[config.mk]
export PLATFORM = sky130hd
export DESIGN_NAME = ttm4_clock_gen
export DESIGN_NICKNAME = d
export VERILOG_FILES = /design/src/rtl/ttm4_clock_gen.sv
export SDC_FILE = /design/constraint.sdc
export NUM_CORES = 1
export LEC_CHECK = 0
export CAP_MARGIN = 20
export CORE_ASPECT_RATIO = 1.5
export CORE_MARGIN = 2
export CORE_UTILIZATION = 50
export CTS_CLUSTER_SIZE = 40
export DETAILED_ROUTE_END_ITERATION = 8
export GPL_TIMING_DRIVEN = 1
export PLACE_DENSITY = 0.69
export SLEW_MARGIN = 20
export SYNTH_ARGS = -nofsm -noshare
export SYNTH_HDL_FRONTEND = slang
export SYNTH_SLANG_ARGS = --single-unit
[constraint.sdc]
create_clock -name CK -period 2.6 [get_ports CK]
set_input_delay 0.39 -clock CK [delete_from_list [all_inputs] [get_ports CK]]
set_output_delay 0.39 -clock CK [all_outputs]
set_load 0.005 [all_outputs]
[src/rtl/ttm4_clock_gen.sv]
// ttm4_clock_gen: clock and reset conditioner for the TTM4 emulator CPU core.
// Generates the slow emulated CPU clock (stop / slow / fast / manual step),
// the CPU clear, a one-cycle rise marker and an optional rise counter.
// Optional feature macro: TTM4_CLKGEN_CYCLE_COUNTER_EN (enables CYCLES counter).
module ttm4_clock_gen #(
  parameter int unsigned HALF_SLOW = 25000000,
  parameter int unsigned HALF_FAST = 2500000,
  parameter int unsigned STEP_HIGH = 25000,
  parameter int unsigned DEBOUNCE  = 500000
) (
  input  logic        CK,
  input  logic        nCLR,
  input  logic [1:0]  MODE,
  input  logic        nSTEP,
  output logic        CPU_CK,
  output logic        CPU_nCLR,
  output logic        TICK,
  output logic [15:0] CYCLES
);

  localparam int unsigned MAX_AB = (HALF_SLOW > HALF_FAST) ? HALF_SLOW : HALF_FAST;
  localparam int unsigned MAX_CD = (STEP_HIGH > DEBOUNCE) ? STEP_HIGH : DEBOUNCE;
  localparam int unsigned MAXP   = (MAX_AB > MAX_CD) ? MAX_AB : MAX_CD;
  localparam int unsigned CW     = $clog2(MAXP);

  localparam logic [CW-1:0] SLOW_END = CW'(HALF_SLOW - 1);
  localparam logic [CW-1:0] FAST_END = CW'(HALF_FAST - 1);
  localparam logic [CW-1:0] STEP_END = CW'(STEP_HIGH - 1);
  localparam logic [CW-1:0] DB_END   = CW'(DEBOUNCE - 1);

  typedef enum logic {LOW, HIGH} state_t;

  logic [1:0]    mode_s1, mode_s2;
  logic          nstep_s1, nstep_s2;
  logic          clr_s1, clr_q;
  logic          stable;
  logic [CW-1:0] db_cnt;
  logic          step_req;
  logic          mode_chg;
  logic [CW-1:0] half_end;
  state_t        state, state_n;
  logic [CW-1:0] cnt, cnt_n;
  logic [CW-1:0] len, len_n;
  logic          tick_q;

  // Two-flop synchronisers for the switches, the button and the reset release
  always_ff @(posedge CK or negedge nCLR) begin
    if (!nCLR) begin
      mode_s1  <= '0;
      mode_s2  <= '0;
      nstep_s1 <= 1'b1;
      nstep_s2 <= 1'b1;
      clr_s1   <= 1'b0;
      clr_q    <= 1'b0;
    end else begin
      mode_s1  <= MODE;
      mode_s2  <= mode_s1;
      nstep_s1 <= nSTEP;
      nstep_s2 <= nstep_s1;
      clr_s1   <= 1'b1;
      clr_q    <= clr_s1;
    end
  end

  // Debounce: accept a new button level after DEBOUNCE cycles of disagreement
  always_ff @(posedge CK or negedge nCLR) begin
    if (!nCLR) begin
      stable <= 1'b1;
      db_cnt <= '0;
    end else if (nstep_s2 == stable) begin
      db_cnt <= '0;
    end else if (db_cnt == DB_END) begin
      stable <= nstep_s2;
      db_cnt <= '0;
    end else begin
      db_cnt <= db_cnt + 1'b1;
    end
  end

  // Press event is the accepting cycle itself so the FSM reacts on the same edge
  assign step_req = stable && !nstep_s2 && (db_cnt == DB_END);
  // Synced mode is about to change on this edge
  assign mode_chg = (mode_s1 != mode_s2);
  assign half_end = (mode_s2 == 2'b01) ? SLOW_END : FAST_END;

  // CPU clock phase register
  always_ff @(posedge CK or negedge nCLR) begin
    if (!nCLR) begin
      state  <= LOW;
      cnt    <= '0;
      len    <= '0;
      tick_q <= 1'b0;
    end else begin
      state  <= state_n;
      cnt    <= cnt_n;
      len    <= len_n;
      tick_q <= (state == LOW) && (state_n == HIGH);
    end
  end

  // Next phase: low half counts per mode, high half runs its latched length out
  always_comb begin
    state_n = state;
    cnt_n   = cnt;
    len_n   = len;
    unique case (state)
      LOW: begin
        if (!clr_q || mode_chg) begin
          cnt_n = '0;
        end else begin
          unique case (mode_s2)
            2'b01, 2'b10: begin
              if (cnt == half_end) begin
                state_n = HIGH;
                len_n   = half_end;
                cnt_n   = '0;
              end else begin
                cnt_n = cnt + 1'b1;
              end
            end
            2'b11: begin
              cnt_n = '0;
              if (step_req) begin
                state_n = HIGH;
                len_n   = STEP_END;
              end
            end
            default: cnt_n = '0;
          endcase
        end
      end
      HIGH: begin
        if (cnt == len) begin
          state_n = LOW;
          cnt_n   = '0;
        end else begin
          cnt_n = cnt + 1'b1;
        end
      end
      default: begin
        state_n = LOW;
        cnt_n   = '0;
      end
    endcase
  end

  assign CPU_CK   = (state == HIGH);
  assign CPU_nCLR = clr_q;
  assign TICK     = tick_q;

`ifdef TTM4_CLKGEN_CYCLE_COUNTER_EN
  logic [15:0] cyc_q;

  // Count CPU clock rises, wrapping at 16 bits
  always_ff @(posedge CK or negedge nCLR) begin
    if (!nCLR) begin
      cyc_q <= '0;
    end else if (tick_q) begin
      cyc_q <= cyc_q + 16'd1;
    end
  end

  assign CYCLES = cyc_q;
`else
  assign CYCLES = '0;
`endif

endmodule
==> impl_metrics.json, run 1 <==
{
  "status": "complete, no violations",
  "cts_resized": 0,
  "dp_cells": 446,
  "synth_top_flop_cell": "dfrtp_1",
  "grt.total_usage": 0.199,
  "cts_tree": "done",
  "rsz0062_at_grt": "false",
  "start_kind": "flip-flop",
  "portBuffers": 7,
  "drive_gt1_frac": 0.110,
  "p_per_area_mw_per_mm2": 551,
  "cp_slowest_stage_delay_ns": 0.55,
  "grt_pass1_vias": 2524,
  "crit_slowest_cell": "or4_4",
  "use_met2": 0.342,
  "clkTransAtPathRegs_ns": 0.08,
  "synth.distinct_cells": 55,
  "finalInstanceArea_mm2": 0.00392,
  "routed_wl_mm": 7.21,
  "syn_area_per_cell_um2": 9.84,
  "utilization": 0.550,
  "gr-usage-met1": 0.237,
  "layout.cells.non_filler": 462,
  "critPathArrivalTime_ns": 2.60,
  "cts_buffers": 9,
  "die_width_um": 73.6,
  "area_growth_syn_to_layout_pct": 8.03,
  "final_cell_mix": "dfrtp_1 (64), nor2_1 (38), xnor2_1 (37)",
  "synth_area_mm2": 0.00363,
  "ir_worst_vdd_uv": 317,
  "nets": 389,
  "holdWs_ns": 0.0691,
  "worst_slew_pin_slew_ns": 0.683,
  "r2r_end": "len[22]",
  "routedWlPerCell_um": 15.6,
  "post-cts-setup-buffers": 0,
  "endpoint_kind": "flip-flop",
  "dr.pass1.iters": 4,
  "fin_setup_tns_ns": 0,
  "grt_pass1_wl_mm": 12.2,
  "drt_iter0_drc": 142,
  "initial_core_util": 0.509,
  "cts_buffer_depth": 2,
  "postSynthCellCount": 369,
  "die_h_um": 108,
  "use_met3": 0.0363,
  "cts_sinks": 67,
  "hold_class": "primary input to async pin",
  "hold_buffers": 0,
  "num_vias": 2626,
  "ys_warn_count": 0,
  "power_leakage_uw": 0.00160,
  "cap_violations": 0,
  "timing.rr.start": "cnt[9]",
  "worstPathRequired_ns": 2.84,
  "clk_latency_ns": 0.35,
  "h-tree-depth": 3,
  "cp_cell_sequence": "or4_4, o41ai_2, o311ai_0, a221o_1, mux2_4",
  "period_needed_ns": 2.37,
  "seq_area_frac_synth": 0.463,
  "core_area_mm2": 0.00713,
  "dp_hpwl_mm": 5.12,
  "ys_ff_latch": 67,
  "synth_edf_count": 0,
  "skew_ns": 0.00943,
  "rrSetupSlack_ns": 0.23,
  "fmax_ghz": 0.422,
  "hold_viol_final": 0,
  "postRouteAntennaNets": 0,
  "async_flop_share": 1.00,
  "finalSetupViolCount": 0,
  "mostFrequentLayoutCell": "dfrtp_1",
  "drc": 0,
  "post-route-period-util": 0.911,
  "drv_slew": 0,
  "die-area_mm2": 0.00797,
  "r2r_cells": 5,
  "crit_fanout": 6,
  "n_antenna_cell": 0,
  "grt_start_max_net_pins": 39,
  "rows": 38,
  "antenna_found_initial": 0,
  "grt-ovfl-total": 0,
  "max-slew-margin-rel": 0.545,
  "via_per_inst": 5.68,
  "critPathKind": "flip-flop to flip-flop",
  "num_io_pins": 24,
  "routabilityCongestion": 0.877,
  "place_area_mm2": 0.00372,
  "cts-root-buf": "clkbuf_8",
  "grt_busiest_layer": "met2"
}
[worst max-delay path: cells and delay by family (launching register included)]
kind | cells | cell delay [ns]
AND/OR/NAND/NOR | 1 | 0.55
flip-flops | 1 | 0.44
multiplexers | 1 | 0.34
AO/OA/AOI/OAI | 3 | 0.92
[cell families after synthesis]
logic type,synth area share
other,0.00207
multiplexers,0.0196
XOR/XNOR,0.118
adder cells (fa/ha/maj),0.0241
flip-flops,0.463
buffers and inverters,0.0720
AND/OR/NAND/NOR,0.226
AO/OA/AOI/OAI,0.0751
[layer usage]
layer	vias to the layer above	share of wire
met5	-	0
met4	0	0.032
met3	19	0.027
met2	46	0.53
met1	1293	0.41
li1	1268	-
[worst max path at each step]
stage	startpoint	endpoint	slack (ns)	cells after the start
after global placement	cnt[15]	len[17]	0.30	5
after detailed placement	cnt[15]	len[22]	0.26	5
after CTS	mode_s2[0]	len[22]	0.25	5
after floorplan	mode_s2[0]	len[17]	0.31	6
final	cnt[9]	len[22]	0.23	5
after global routing	cnt[9]	len[22]	0.1	5
[metrics by stage]
stage	worst slack [ns]	power [uW]
6_report	0.232	2160
3_5_place_dp	0.260	1300
3_3_place_gp	0.297	1300
5_1_grt	0.0967	2250
4_1_cts	0.248	2180
2_1_floorplan	0.312	1250
[final cells by class]
type | instances | area (um^2)
well taps | 80 | 100
repair buffers | 14 | 130
fillers | 634 | 3210
multi-input cells | 267 | 1750
clock inverters | 7 | 75.1
flip-flops and latches | 67 | 1680
clock buffers | 9 | 124
inverters | 18 | 67.6
[where the power goes]
group / switching, uW / total, uW / internal (uW)
clock: 435 / 882 / 447
sequential: 34.6 / 1120 / 1080
combinational: 97.3 / 162 / 65.0
total: 567 / 2160 / 1590
[synthesized netlist by cell type (5+ instances only)]
master     n  share of area
nor4_1    16          0.028
nand4_1    8          0.014
and3_1     6          0.010
ha_1       7          0.024
xor2_1    12          0.029
dfrtp_1   64           0.44
a21oi_1   25          0.034
xnor2_1   37          0.089
nor3_1    12          0.017
and4_1     5          0.012
nand2_1   20          0.021
inv_1     17          0.018
clkbuf_1  10          0.010
nand3_1   17          0.023
nor2_1    38          0.039
buf_4     16          0.033
[sequential cells by signal, indices dropped and copies added (netlist names)]
name and flops:
cnt 25, db_cnt 25, len 6, mode_s1 2
mode_s2 2, CPU_CK 1, CPU_nCLR 1, TICK 1
clr_s1 1, nstep_s1 1, nstep_s2 1, stable 1
No activity file was read; power rests on OpenSTA's default activity.
==> run 2: changes to the inputs <==
- MAX_ROUTING_LAYER: unset -> met4
==> impl_metrics.json, run 2 (synthesis gave the netlist of run 1 again) <==
{
  "postRouteAntennaNets": 0,
  "cts_sinks": 67,
  "period_needed_ns": 2.37,
  "die_width_um": 73.6,
  "area_growth_syn_to_layout_pct": 8.03,
  "routabilityCongestion": 0.891,
  "cts-root-buf": "clkbuf_8",
  "reg.largest.list": "cnt (25), db_cnt (25), len (6)",
  "n_antenna_cell": 0,
  "worstPathRequired_ns": 2.83,
  "fillers": 634,
  "hold_class": "primary input to async pin",
  "max-slew-margin-rel": 0.548,
  "core_area_mm2": 0.00713,
  "utilization": 0.550,
  "post-route-period-util": 0.910,
  "grt-ovfl-total": 0,
  "skew_ns": 0.00979,
  "drive_gt1_frac": 0.110,
  "h-tree-depth": 3,
  "num_vias": 2638,
  "finalSetupViolCount": 0,
  "r2r_cells": 5,
  "grt_start_max_net_pins": 39,
  "start_kind": "flip-flop",
  "dr.pass1.iters": 5,
  "grt.total_usage": 0.206,
  "nets": 389,
  "hold_viol_final": 0,
  "die-area_mm2": 0.00797,
  "cts_resized": 0,
  "finalInstanceArea_mm2": 0.00392,
  "rows": 38,
  "crit_fanout": 6,
  "cts_buffers": 9,
  "clk_latency_ns": 0.35,
  "worst_slew_pin_slew_ns": 0.679,
  "cts_buffer_depth": 2,
  "power_leakage_uw": 0.00160,
  "p_per_area_mw_per_mm2": 551,
  "place_area_mm2": 0.00372,
  "rsz0062_at_grt": "false",
  "via_per_inst": 5.71,
  "drt_iter0_drc": 146,
  "endpoint_kind": "flip-flop",
  "portBuffers": 7,
  "clkTransAtPathRegs_ns": 0.08,
  "hold_buffers": 0,
  "final_cell_mix": "dfrtp_1 (64), nor2_1 (38), xnor2_1 (37)",
  "rrSetupSlack_ns": 0.23,
  "fin_setup_tns_ns": 0,
  "r2r_end": "len[22]",
  "critPathArrivalTime_ns": 2.60,
  "post-cts-setup-buffers": 0,
  "num_io_pins": 24,
  "routedWlPerCell_um": 15.6,
  "status": "complete, no violations",
  "drc": 0,
  "grt_pass1_vias": 2523,
  "mostFrequentLayoutCell": "dfrtp_1",
  "grt_pass1_wl_mm": 12.2,
  "initial_core_util": 0.509,
  "dp_hpwl_mm": 5.12,
  "fmax_ghz": 0.423,
  "routed_wl_mm": 7.19,
  "ir_worst_vdd_uv": 318,
  "cts_tree": "done",
  "drv_slew": 0,
  "cap_violations": 0,
  "die_h_um": 108,
  "antenna_found_initial": 0,
  "critPathKind": "flip-flop to flip-flop",
  "timing.rr.start": "cnt[15]"
}
-- run 2: cell counts in the layout (fill, tap and decap cells not counted) --
No cell type changed its count.
-- run 2: layout make-up --
type | count | area (um^2) | share of cell area
inverter | 18 | 67.6 | 0.0172
clock inverter | 7 | 75.1 | 0.0191
sequential | 67 | 1680 | 0.428
clock buffer | 9 | 124 | 0.0316
timing repair buffer | 14 | 130 | 0.0332
multi-input combinational | 267 | 1750 | 0.445
tap | 80 | 100 | 0.0255
-- run 2: layer usage --
metal  share of wire  GRT usage
met5               0          -
met4           0.031     0.0922
met3           0.027     0.0391
met2            0.53      0.341
met1            0.41      0.239
-- run 2: worst max path at each step --
stage | from | to | slack, ns | cells past startpoint
final | cnt[15] | len[22] | 0.23 | 5
after global routing | cnt[9] | len[22] | 0.1 | 5
after CTS | mode_s2[0] | len[22] | 0.25 | 5
after detailed placement | cnt[15] | len[22] | 0.26 | 5
after global placement | cnt[15] | len[17] | 0.30 | 5
after floorplan | mode_s2[0] | len[17] | 0.31 | 6
-- run 2: critical path: stages, from the launching register on --
cell,delay [ns]
dfrtp_1,0.43
or4_4,0.57
o41ai_2,0.32
o311ai_0,0.17
a221o_1,0.43
mux2_4,0.34
-- run 2: where the power goes --
part,switching (uW),internal (uW)
Sequential,35.5,1080
Clock,435,447
Combinational,97.4,64.9
-- run 2: per-stage QoR --
stage          power (uW)  setup slack [ns]  std cells  hold slack (ns)
6_report             2160             0.234        462           0.0700
5_1_grt              2260            0.0967        462            0.117
4_1_cts              2180             0.248        462           0.0821
3_5_place_dp         1300             0.260        446            0.347
3_3_place_gp         1300             0.297        446            0.336
2_1_floorplan        1250             0.312        384           0.0944
